===== src/rtl/rr_arb_mux_pkg.sv =====
// Shared helpers for the round-robin arbiter / bus mux.
// Holds sizing constants, the grant index type and the one-hot helper;
// no module state lives here.
package rr_arb_mux_pkg;

  // Largest grant index width the one-hot helper supports.
  localparam int MAX_SEL_WIDTH = 6;
  localparam int MAX_N         = 1 << MAX_SEL_WIDTH;

  // Default configuration of the arbiter (4 requesters, byte data).
  localparam int DEF_SEL_WIDTH = 2;
  localparam int DEF_DAT_WIDTH = 8;

  typedef logic [DEF_SEL_WIDTH-1:0] sel_t;

  // Number of requesters served by a grant index of the given width.
  function automatic int num_req(input int sel_width);
    return 1 << sel_width;
  endfunction

  // Rotate a single set bit left by amt positions; yields one-hot(amt).
  function automatic logic [MAX_N-1:0] rotl_onehot(input int unsigned amt);
    logic [MAX_N-1:0] base;
    base    = '0;
    base[0] = 1'b1;
    return base << (amt % MAX_N);
  endfunction

endpackage


===== src/rtl/rr_arb_mux_prio_pick.sv =====
// Rotating priority encoder: returns the first set bit of vld when scanning
// upward from ptr+1 with wrap-around. Purely combinational, reusable by
// other arbiters.
module rr_prio_pick #(
  parameter int SEL_WIDTH = 2,
  localparam int N = 2**SEL_WIDTH
) (
  input  logic [N-1:0]         vld,
  input  logic [SEL_WIDTH-1:0] ptr,
  output logic [SEL_WIDTH-1:0] idx,
  output logic                 any
);

  logic [SEL_WIDTH-1:0] cand;

  // Walk candidates from farthest to nearest so the nearest valid one wins.
  always_comb begin
    idx  = '0;
    cand = '0;
    any  = |vld;
    for (int i = N; i >= 1; i--) begin
      cand = ptr + SEL_WIDTH'(i);
      if (vld[cand]) idx = cand;
    end
  end

endmodule


===== src/rtl/rr_arb_mux.sv =====
// Round-robin arbiter driving a parameterised bus mux between 2**SEL_WIDTH
// valid/ready requesters and a single consumer.
// Build option: define RR_ARB_MUX_OUT_REG_EN to insert a one-entry output
// register after the mux (1-cycle latency, full throughput).
module rr_arb_mux
  import rr_arb_mux_pkg::*;
#(
  parameter int SEL_WIDTH = DEF_SEL_WIDTH,
  parameter int DAT_WIDTH = DEF_DAT_WIDTH,
  localparam int N = 2**SEL_WIDTH
) (
  input  logic                           clk_i,
  input  logic                           rst_i,
  input  logic [N-1:0]                   req_vld_i,
  output logic [N-1:0]                   req_rdy_o,
  input  logic [N-1:0][DAT_WIDTH-1:0]    req_dat_i,
  output logic                           out_vld_o,
  input  logic                           out_rdy_i,
  output logic [DAT_WIDTH-1:0]           out_dat_o,
  output logic [SEL_WIDTH-1:0]           out_sel_o
);

  logic [SEL_WIDTH-1:0] ptr_q;
  logic [SEL_WIDTH-1:0] gnt_q;
  logic                 lock_q;

  logic [SEL_WIDTH-1:0] pick_idx;
  logic                 pick_any;
  logic [SEL_WIDTH-1:0] grant;
  logic                 mux_vld;
  logic                 arb_rdy;
  logic                 xfer;
  logic [N-1:0]         gnt_oh;
  logic [DAT_WIDTH-1:0] mux_dat;

  rr_prio_pick #(
    .SEL_WIDTH (SEL_WIDTH)
  ) u_pick (
    .vld (req_vld_i),
    .ptr (ptr_q),
    .idx (pick_idx),
    .any (pick_any)
  );

  // A frozen grant overrides fresh arbitration until its word is taken.
  always_comb begin
    grant   = lock_q ? gnt_q : pick_idx;
    mux_vld = lock_q ? req_vld_i[gnt_q] : pick_any;
    mux_dat = req_dat_i[grant];
    gnt_oh  = N'(rotl_onehot(32'(grant)));
  end

`ifdef RR_ARB_MUX_OUT_REG_EN
  logic                 full_q;
  logic [DAT_WIDTH-1:0] dat_q;
  logic [SEL_WIDTH-1:0] sel_q;

  // The output entry accepts a new word when empty or being drained.
  assign arb_rdy = !full_q | out_rdy_i;
`else
  assign arb_rdy = out_rdy_i;
`endif

  // No handshake completes in a reset cycle.
  assign xfer      = mux_vld & arb_rdy & !rst_i;
  assign req_rdy_o = gnt_oh & {N{xfer}};

`ifdef RR_ARB_MUX_OUT_REG_EN
  // Output entry: refilled in the same cycle it is drained.
  always_ff @(posedge clk_i) begin
    if (rst_i) begin
      full_q <= 1'b0;
      dat_q  <= '0;
      sel_q  <= '0;
    end else if (arb_rdy) begin
      full_q <= mux_vld;
      if (mux_vld) begin
        dat_q <= mux_dat;
        sel_q <= grant;
      end
    end
  end

  assign out_vld_o = full_q;
  assign out_dat_o = dat_q;
  assign out_sel_o = sel_q;
`else
  assign out_vld_o = mux_vld & !rst_i;
  assign out_dat_o = mux_dat;
  assign out_sel_o = grant;
`endif

  // Pointer advances on every transfer; back-pressure freezes the grant.
  always_ff @(posedge clk_i) begin
    if (rst_i) begin
      ptr_q  <= '1;
      lock_q <= 1'b0;
      gnt_q  <= '0;
    end else if (xfer) begin
      ptr_q  <= grant;
      lock_q <= 1'b0;
    end
`ifndef RR_ARB_MUX_OUT_REG_EN
    else if (mux_vld) begin
      lock_q <= 1'b1;
      gnt_q  <= grant;
    end
`endif
  end

endmodule


===== config.mk =====
export PLATFORM = sky130hd
export DESIGN_NAME = rr_arb_mux
export DESIGN_NICKNAME = d
export VERILOG_FILES = /design/src/rtl/rr_arb_mux_pkg.sv /design/src/rtl/rr_arb_mux_prio_pick.sv /design/src/rtl/rr_arb_mux.sv
export SDC_FILE = /design/constraint.sdc
export NUM_CORES = 1
export LEC_CHECK = 0
export BUFFER_PORTS_ARGS = -buffer_cell sky130_fd_sc_hd__buf_2
export CAP_MARGIN = 15
export CELL_PAD_IN_SITES_DETAIL_PLACEMENT = 0
export CELL_PAD_IN_SITES_GLOBAL_PLACEMENT = 2
export CORE_ASPECT_RATIO = 2
export CORE_MARGIN = 3
export CORE_UTILIZATION = 19
export DETAILED_ROUTE_END_ITERATION = 6
export PLACE_DENSITY = 0.88
export SLEW_MARGIN = 20
export SYNTH_ARGS = -nofsm -noshare
export SYNTH_HDL_FRONTEND = slang
export SYNTH_HIERARCHICAL = 1
export SYNTH_SLANG_ARGS = --single-unit

===== constraint.sdc =====
create_clock -name clk_i -period 2.27 [get_ports clk_i]
set_clock_uncertainty 0.1 [all_clocks]
set_input_delay 0.227 -clock clk_i [delete_from_list [all_inputs] [get_ports clk_i]]
set_output_delay 0.227 -clock clk_i [all_outputs]
set_load 0.01 [all_outputs]

==> impl_metrics.ini, run 1 <==
[drt]
wl_met3_um = 183
vias_per_cell = 4.709
highest_layer = met4
num_vias = 1102
ant_nets = 0
wl_per_cell_um = 13.09
routed_wl_mm = 3.062
wl_met1_mm = 1.001
drtIter0Drc = 12
route.detailed.drc = 0
met2WireLength_mm = 1.788
drt_first_pass_iters = 4

[final_layout]
drive_above_1_share_pct = 57.38
antenna_cells = 0
layout_commonest_cell = buf_2
layout_common_cells = buf_2 (55), nand2_1 (17), nor2_1 (13), buf_4 (10), a31oi_1 (9)
fin_nets = 223
synthToLayoutAreaGrowth_pct = 78.10

[critical_path]
path_max_fanout = 6
cp_data_arrival_time_ns = 1.91
start_kind = flip-flop
crit_cells = 9
rr_worst_depth = 10
path_buf_inv = 4
rr_startpoint = ptr_q[1]
critPathKind = reg -> out
cp-endpoint = out_dat_o[6]
worst_path_max_delay_cell = dfxtp_4
critical-path-max-stage-delay_ns = 0.37
crit_start = ptr_q[1]
worstReg2RegEnd = gnt_q[0]
crit_path_end_kind = output pin
critPathTopFamily = buffers and inverters
worstPathCellList = mux2i_2 -> o221ai_2 -> mux2i_4 -> buf_12 -> buf_8 -> buf_6 -> nand2_2 -> a31oi_1 -> buf_2
r2r_slack_ns = 0.29
crit_required_ns = 1.94

[placement]
hpwlAfterDp_mm = 2.327
io_buffers = 53
place_congestion = 0.8072
pre_cts_ws_ns = 0.1163

[yosys]
synth_ff_type = dfxtp_1
ys_seq_elements = 5
async_flop_share_pct = 0
synth_top_area_share_pct = 12.88
synth_edf_count = 0
ys_warn_count = 6
ys_top_cells_by_area = dfxtp_1 (13%), nand2_1 (9.2%), mux2i_1 (9.0%)
synth-seq-area-share_pct = 12.88
synth_top_cell_by_area = dfxtp_1
syn_nets = 152
syn_avg_cell_area_um2 = 6.876
ys_types = 30
synthCells = 113
syn_area_um2 = 777.0

[global_routing]
grt_start_max_net_pins = 18
grt_pass1_vias = 1035
grt-ovfl-total = 0
antenna_found_initial = 0
grt_usage_pct = 11.31
grt_pass1_wl_mm = 4.257

[timing]
tightest_slew_ns = 0.4415
fin_ws_ns = 0.03595
grt_setup_unrepaired = yes
timing.fmax_mhz = 447.6
tns_ns = 0
max-slew-margin-rel_pct = 70.32
slew_viol_final = 0
min_period_over_period_pct = 98.42
setup_viol = 0
min_period_ns = 2.234
hold_viol = 0

[floorplanning]
dieArea_um2 = 4939
rows = 32
start_util_pct = 20.01
chipHeight_um = 96.44
io_pins = 54
core-area_um2 = 3884
die_w_um = 51.22

[clock_network]
htreeDepth = 1
hold_buffers = 0
clockBufferDepth = 2
insertion_delay_ns = 0.22
clock_sinks = 5
clk_pin_slew_ns = 0.04
numCtsBuffers = 3
cts_root_buf = clkbuf_8
cts_tree = built

[power]
pwr_density_cell_nw_per_um2 = 577.0
p_leak_nw = 0.6256
ir_drop_v = 0.0002599

[job]
max-cap-violations = 0

[min_path]
hold_path.class = in -> reg

[status]
status = complete, no violations
## where the power goes
| part | total, mW | switching, mW | leakage (nW) | internal, mW |
|---|---|---|---|---|
| Clock | 0.167 | 0.0466 | 0.0228 | 0.121 |
| Sequential | 0.121 | 0.0205 | 0.0415 | 0.100 |
| Combinational | 0.510 | 0.248 | 0.561 | 0.262 |
| Total | 0.798 | 0.315 | 0.626 | 0.483 |
## stage by stage
stage	utilization (%)	total power, mW	cell area, um2	std cells	hold WS (ns)
6_report	35.63	0.7985	1384	234	0.1863
5_1_grt	35.63	0.8597	1384	234	0.1900
4_1_cts	30.80	0.6895	1196	224	0.1797
3_5_place_dp	29.28	0.5115	1137	220	0.4088
3_3_place_gp	29.28	0.5136	1137	220	0.4058
2_1_floorplan	-	0.3558	777.0	113	0.2236
## area by class of cell
type	count	area, um2
clock buffer	4	45.04
fill	432	2500
inverter	5	22.52
multi-input combinational	96	695.7
sequential	5	103.9
tap	51	63.81
timing repair buffer	73	452.9
## cell families after synthesis
kind of cell	share of synthesized area, %
flip-flops	12.88
multiplexers	11.92
buffers and inverters	8.534
AO/OA/AOI/OAI	32.53
AND/OR/NAND/NOR	34.14
## state kept, by name, summed over array words and instances (netlist names)
| signal | cells |
|---|---|
| ptr_q | 2 |
| gnt_q | 2 |
| lock_q | 1 |
## routing by layer
layer  vias to the layer above  GRT usage (%)
li1                        551              -
met1                       498          9.515
met2                        46          23.06
met3                         7          1.382
met4                         0          7.877
met5                         -              0
## cell usage after synthesis, types with 2 or more instances
library cell	number
o32a_1	2
buf_4	3
nor2_1	13
nor2b_1	8
nand3b_1	2
mux2i_1	7
a31oi_1	9
inv_1	5
nand2b_1	5
nor3_1	2
dfxtp_1	5
a21oi_2	3
nand2_1	19
a21oi_1	5
a211oi_1	9
buf_2	2
## worst min-delay path by stage
stage / start / to / cells past startpoint
2_1_floorplan: out_rdy_i / lock_q / 1
3_3_place_gp: out_rdy_i / lock_q / 2
3_5_place_dp: out_rdy_i / lock_q / 2
4_1_cts: out_rdy_i / lock_q / 2
5_1_grt: out_rdy_i / lock_q / 2
6_report: out_rdy_i / lock_q / 2
## what timing repair did
action | in CTS | in global routing
gates resized for setup | 3 | 32
endpoints found under the setup margin | 8 | 8
buffers inserted | 0 | 7
cloned | 0 | 3
pin swaps | 0 | 13
Note: power is estimated with default switching activity, not from simulation.
==> run 2, diff against run 1 <==
--- a/config.mk
+++ b/config.mk
@@ -5,6 +5,7 @@
 export SDC_FILE = /design/constraint.sdc
 export NUM_CORES = 1
 export LEC_CHECK = 0
+export ABC_AREA = 1
 export BUFFER_PORTS_ARGS = -buffer_cell sky130_fd_sc_hd__buf_2
 export CAP_MARGIN = 15
 export CELL_PAD_IN_SITES_DETAIL_PLACEMENT = 0
@@ -13,8 +14,9 @@
 export CORE_MARGIN = 3
 export CORE_UTILIZATION = 19
 export DETAILED_ROUTE_END_ITERATION = 6
-export PLACE_DENSITY = 0.88
-export SLEW_MARGIN = 20
+export GPL_TIMING_DRIVEN = 0
+export PLACE_DENSITY = 0.9
+export SLEW_MARGIN = 40
 export SYNTH_ARGS = -nofsm -noshare
 export SYNTH_HDL_FRONTEND = slang
 export SYNTH_HIERARCHICAL = 1
==> run 2 against run 1 <==
Compared with the run above:
- the flow now finishes with violations (setup timing)
- power grew 16%
- global-route usage grew 1.8 points
- combinational power grew 27%
- non-clock buffer count shrank 4
- sequential share of layout area shrank 0.12 points
- wire length grew 4.3%
- synthesized area grew 8.1%
- die area grew 7.3%
==> impl_metrics.ini, run 2 <==
[placement]
place_congestion = 0.8001
placed_cells = 251
placed_area_um2 = 1170
io_buffers = 53
pre_cts_ws_ns = -0.01317
hpwlAfterDp_mm = 2.527

[clock_network]
clk_pin_slew_ns = 0.04
clock_sinks = 5
htreeDepth = 1
numCtsBuffers = 3
clockBufferDepth = 2
cts_tree = built
insertion_delay_ns = 0.23
cts_root_buf = clkbuf_8

[yosys]
syn_area_um2 = 839.6
synth_top_cell_by_area = nand2_1
synth.most_common_cell = nand2_1
syn_nets = 185
synth_edf_count = 0
synthCells = 146
ys_seq_elements = 5
synth_ff_type = dfxtp_1
ys_types = 22
synth-seq-area-share_pct = 11.92
ys_top_cells_by_area = nand2_1 (13%), dfxtp_1 (12%), nor2_1 (10%)
ys_top_cells_by_count = nand2_1 (30), nor2_1 (23), inv_1 (14)
ys_warn_count = 6
async_flop_share_pct = 0
syn_avg_cell_area_um2 = 5.750
synth_top_area_share_pct = 13.41

[drt]
num_vias = 1178
route.detailed.drc = 0
vias_per_cell = 4.445
drtIter0Drc = 7
ant_nets = 0
routed_wl_mm = 3.195
drt_first_pass_iters = 4
wl_per_cell_um = 12.06

[global_routing]
antenna_found_initial = 0
grt_usage_pct = 13.08
grt_pass1_wl_mm = 5.133
grt_start_max_net_pins = 11
grt-ovfl-total = 0
grt_pass1_vias = 1275

[final_layout]
layout_commonest_cell = buf_2
synthToLayoutAreaGrowth_pct = 69.60
final-instance-count-excl-fill = 265
fin_util_pct = 34.14
drive_above_1_share_pct = 52.11
layout_common_cells = buf_2 (53), nand2_1 (27), nor2_1 (20), inv_1 (14), nand2_2 (11)
antenna_cells = 0
reg_top3 = gnt_q x2, ptr_q x2, lock_q x1
fin_nets = 253
final_area_um2 = 1424

[floorplanning]
start_util_pct = 20.13
io_pins = 54
dieArea_um2 = 5301
rows = 33
core-area_um2 = 4170
die_w_um = 53.01
chipHeight_um = 100.0

[status]
violations = setup timing
status = finished, violations left

[timing]
min_period_over_period_pct = 107.1
setup_viol = 12
hold_viol = 0
tightest_slew_ns = 0.2452
slew_viol_final = 0
timing.fmax_mhz = 411.1
grt_setup_unrepaired = yes
min_period_ns = 2.432
fin_ws_ns = -0.1623
tns_ns = -1.439
max-slew-margin-rel_pct = 83.59

[critical_path]
worstPathCellList = buf_8 -> inv_8 -> nand2_4 -> nand2_4 -> nor2_1 -> o21ai_1 -> nand2_1 -> a21oi_2 -> o21ai_4 -> clkbuf_2 -> o21ai_0 -> o22ai_2 -> buf_2
path_buf_inv = 4
crit_path_end_kind = output pin
worst_path_max_delay_cell = dfxtp_4
cp_data_arrival_time_ns = 2.11
critPathKind = reg -> out
path_max_fanout = 6
start_kind = flip-flop
crit_start = ptr_q[0]
rr_startpoint = ptr_q[0]
crit_required_ns = 1.94
critPathTopFamily = compound AO/OA/AOI/OAI gates
cpMostUsedCell = nand2_4
critical-path-max-stage-delay_ns = 0.36

[power]
pwr_density_cell_nw_per_um2 = 648.4
p_leak_nw = 0.7603
ir_drop_v = 0.0003837

[min_path]
hold_path.class = in -> reg
hp-start = out_rdy_i

[job]
max-cap-violations = 0
==> run 2: changes by cell type in the layout (fill, tap and decap cells not counted), sizes merged, moves of 3 or more <==
cell	change
o21ai	+24
nand2	+21
inv	+16
nor2	+10
a211oi	-9
a31oi	-9
nand3	+9
nor2b	-8
o22ai	+8
mux2i	-7
buf	-6
a21oi	-5
nand2b	-5
nand4	+3
==> run 2: worst paths after layout <==
path                                      to  slack (ns)  cells past startpoint
worst max-delay path            out_dat_o[1]       -0.16                     13
worst min-delay path                  lock_q        0.15                      2
worst max register to register      ptr_q[0]        0.23                     15
worst min register to register      ptr_q[0]        0.39                      2
==> run 2: worst reg2reg max path, cell delays in order, from the launching register on <==
cell     delay [ns]
dfxtp_4        0.35
buf_4          0.17
o21ai_4        0.14
nand2_1        0.08
nand2_1        0.07
inv_2          0.04
nand2_1        0.05
nand2_1        0.06
nand2_2        0.06
nand2_2        0.06
o21ai_4        0.19
inv_2          0.09
buf_6          0.15
nand4_1        0.12
buf_4          0.12
nand3_1        0.05
==> run 2: report_power, final <==
| part | total (mW) | internal [mW] | switching (mW) |
|---|---|---|---|
| registers | 0.107 | 0.0987 | 0.00854 |
| logic | 0.646 | 0.291 | 0.355 |
| clock network | 0.170 | 0.121 | 0.0493 |
==> run 2: layout make-up <==
type,count,area (um2)
fillers,469,2746
multi-input cells,115,681.9
repair buffers,63,355.3
flip-flops and latches,5,105.1
inverters,20,87.58
plain buffers,6,83.83
well taps,52,65.06
clock buffers,4,45.04
==> run 2: what timing repair did <==
action | 4_1_cts | 5_1_grt
resized for setup | 7 | 25
gates cloned | 1 | 1
hold buffers | 0 | 0
setup buffers | 6 | 2
pin swaps | 5 | 4
setup endpoints to repair | 13 | 14
==> run 2: metrics by stage <==
stage | hold WS [ns] | total power [mW]
6_report | 0.1526 | 0.9232
5_1_grt | 0.1618 | 1.003
4_1_cts | 0.1495 | 0.8360
3_5_place_dp | 0.3662 | 0.6239
3_3_place_gp | 0.3626 | 0.6265
2_1_floorplan | 0.2208 | 0.4572
==> run 2: logic make-up (layout without fill, tap and decap cells) <==
group	after synthesis	count (layout)	share of synthesized area, %
and+or+nand+nor	78	78	42.62
buffers and inverters	26	93	17.14
DFF	5	5	11.92
AOI/OAI and AO/OA	37	37	28.32
==> run 2: routing by layer <==
metal  track usage (%)  wire [um]  up-vias
met1             10.04        903      504
met2             27.49       2006       52
met3             2.080        213        6
li1                  -          -      616
met5                 0          0        -
met4             6.890         72        0
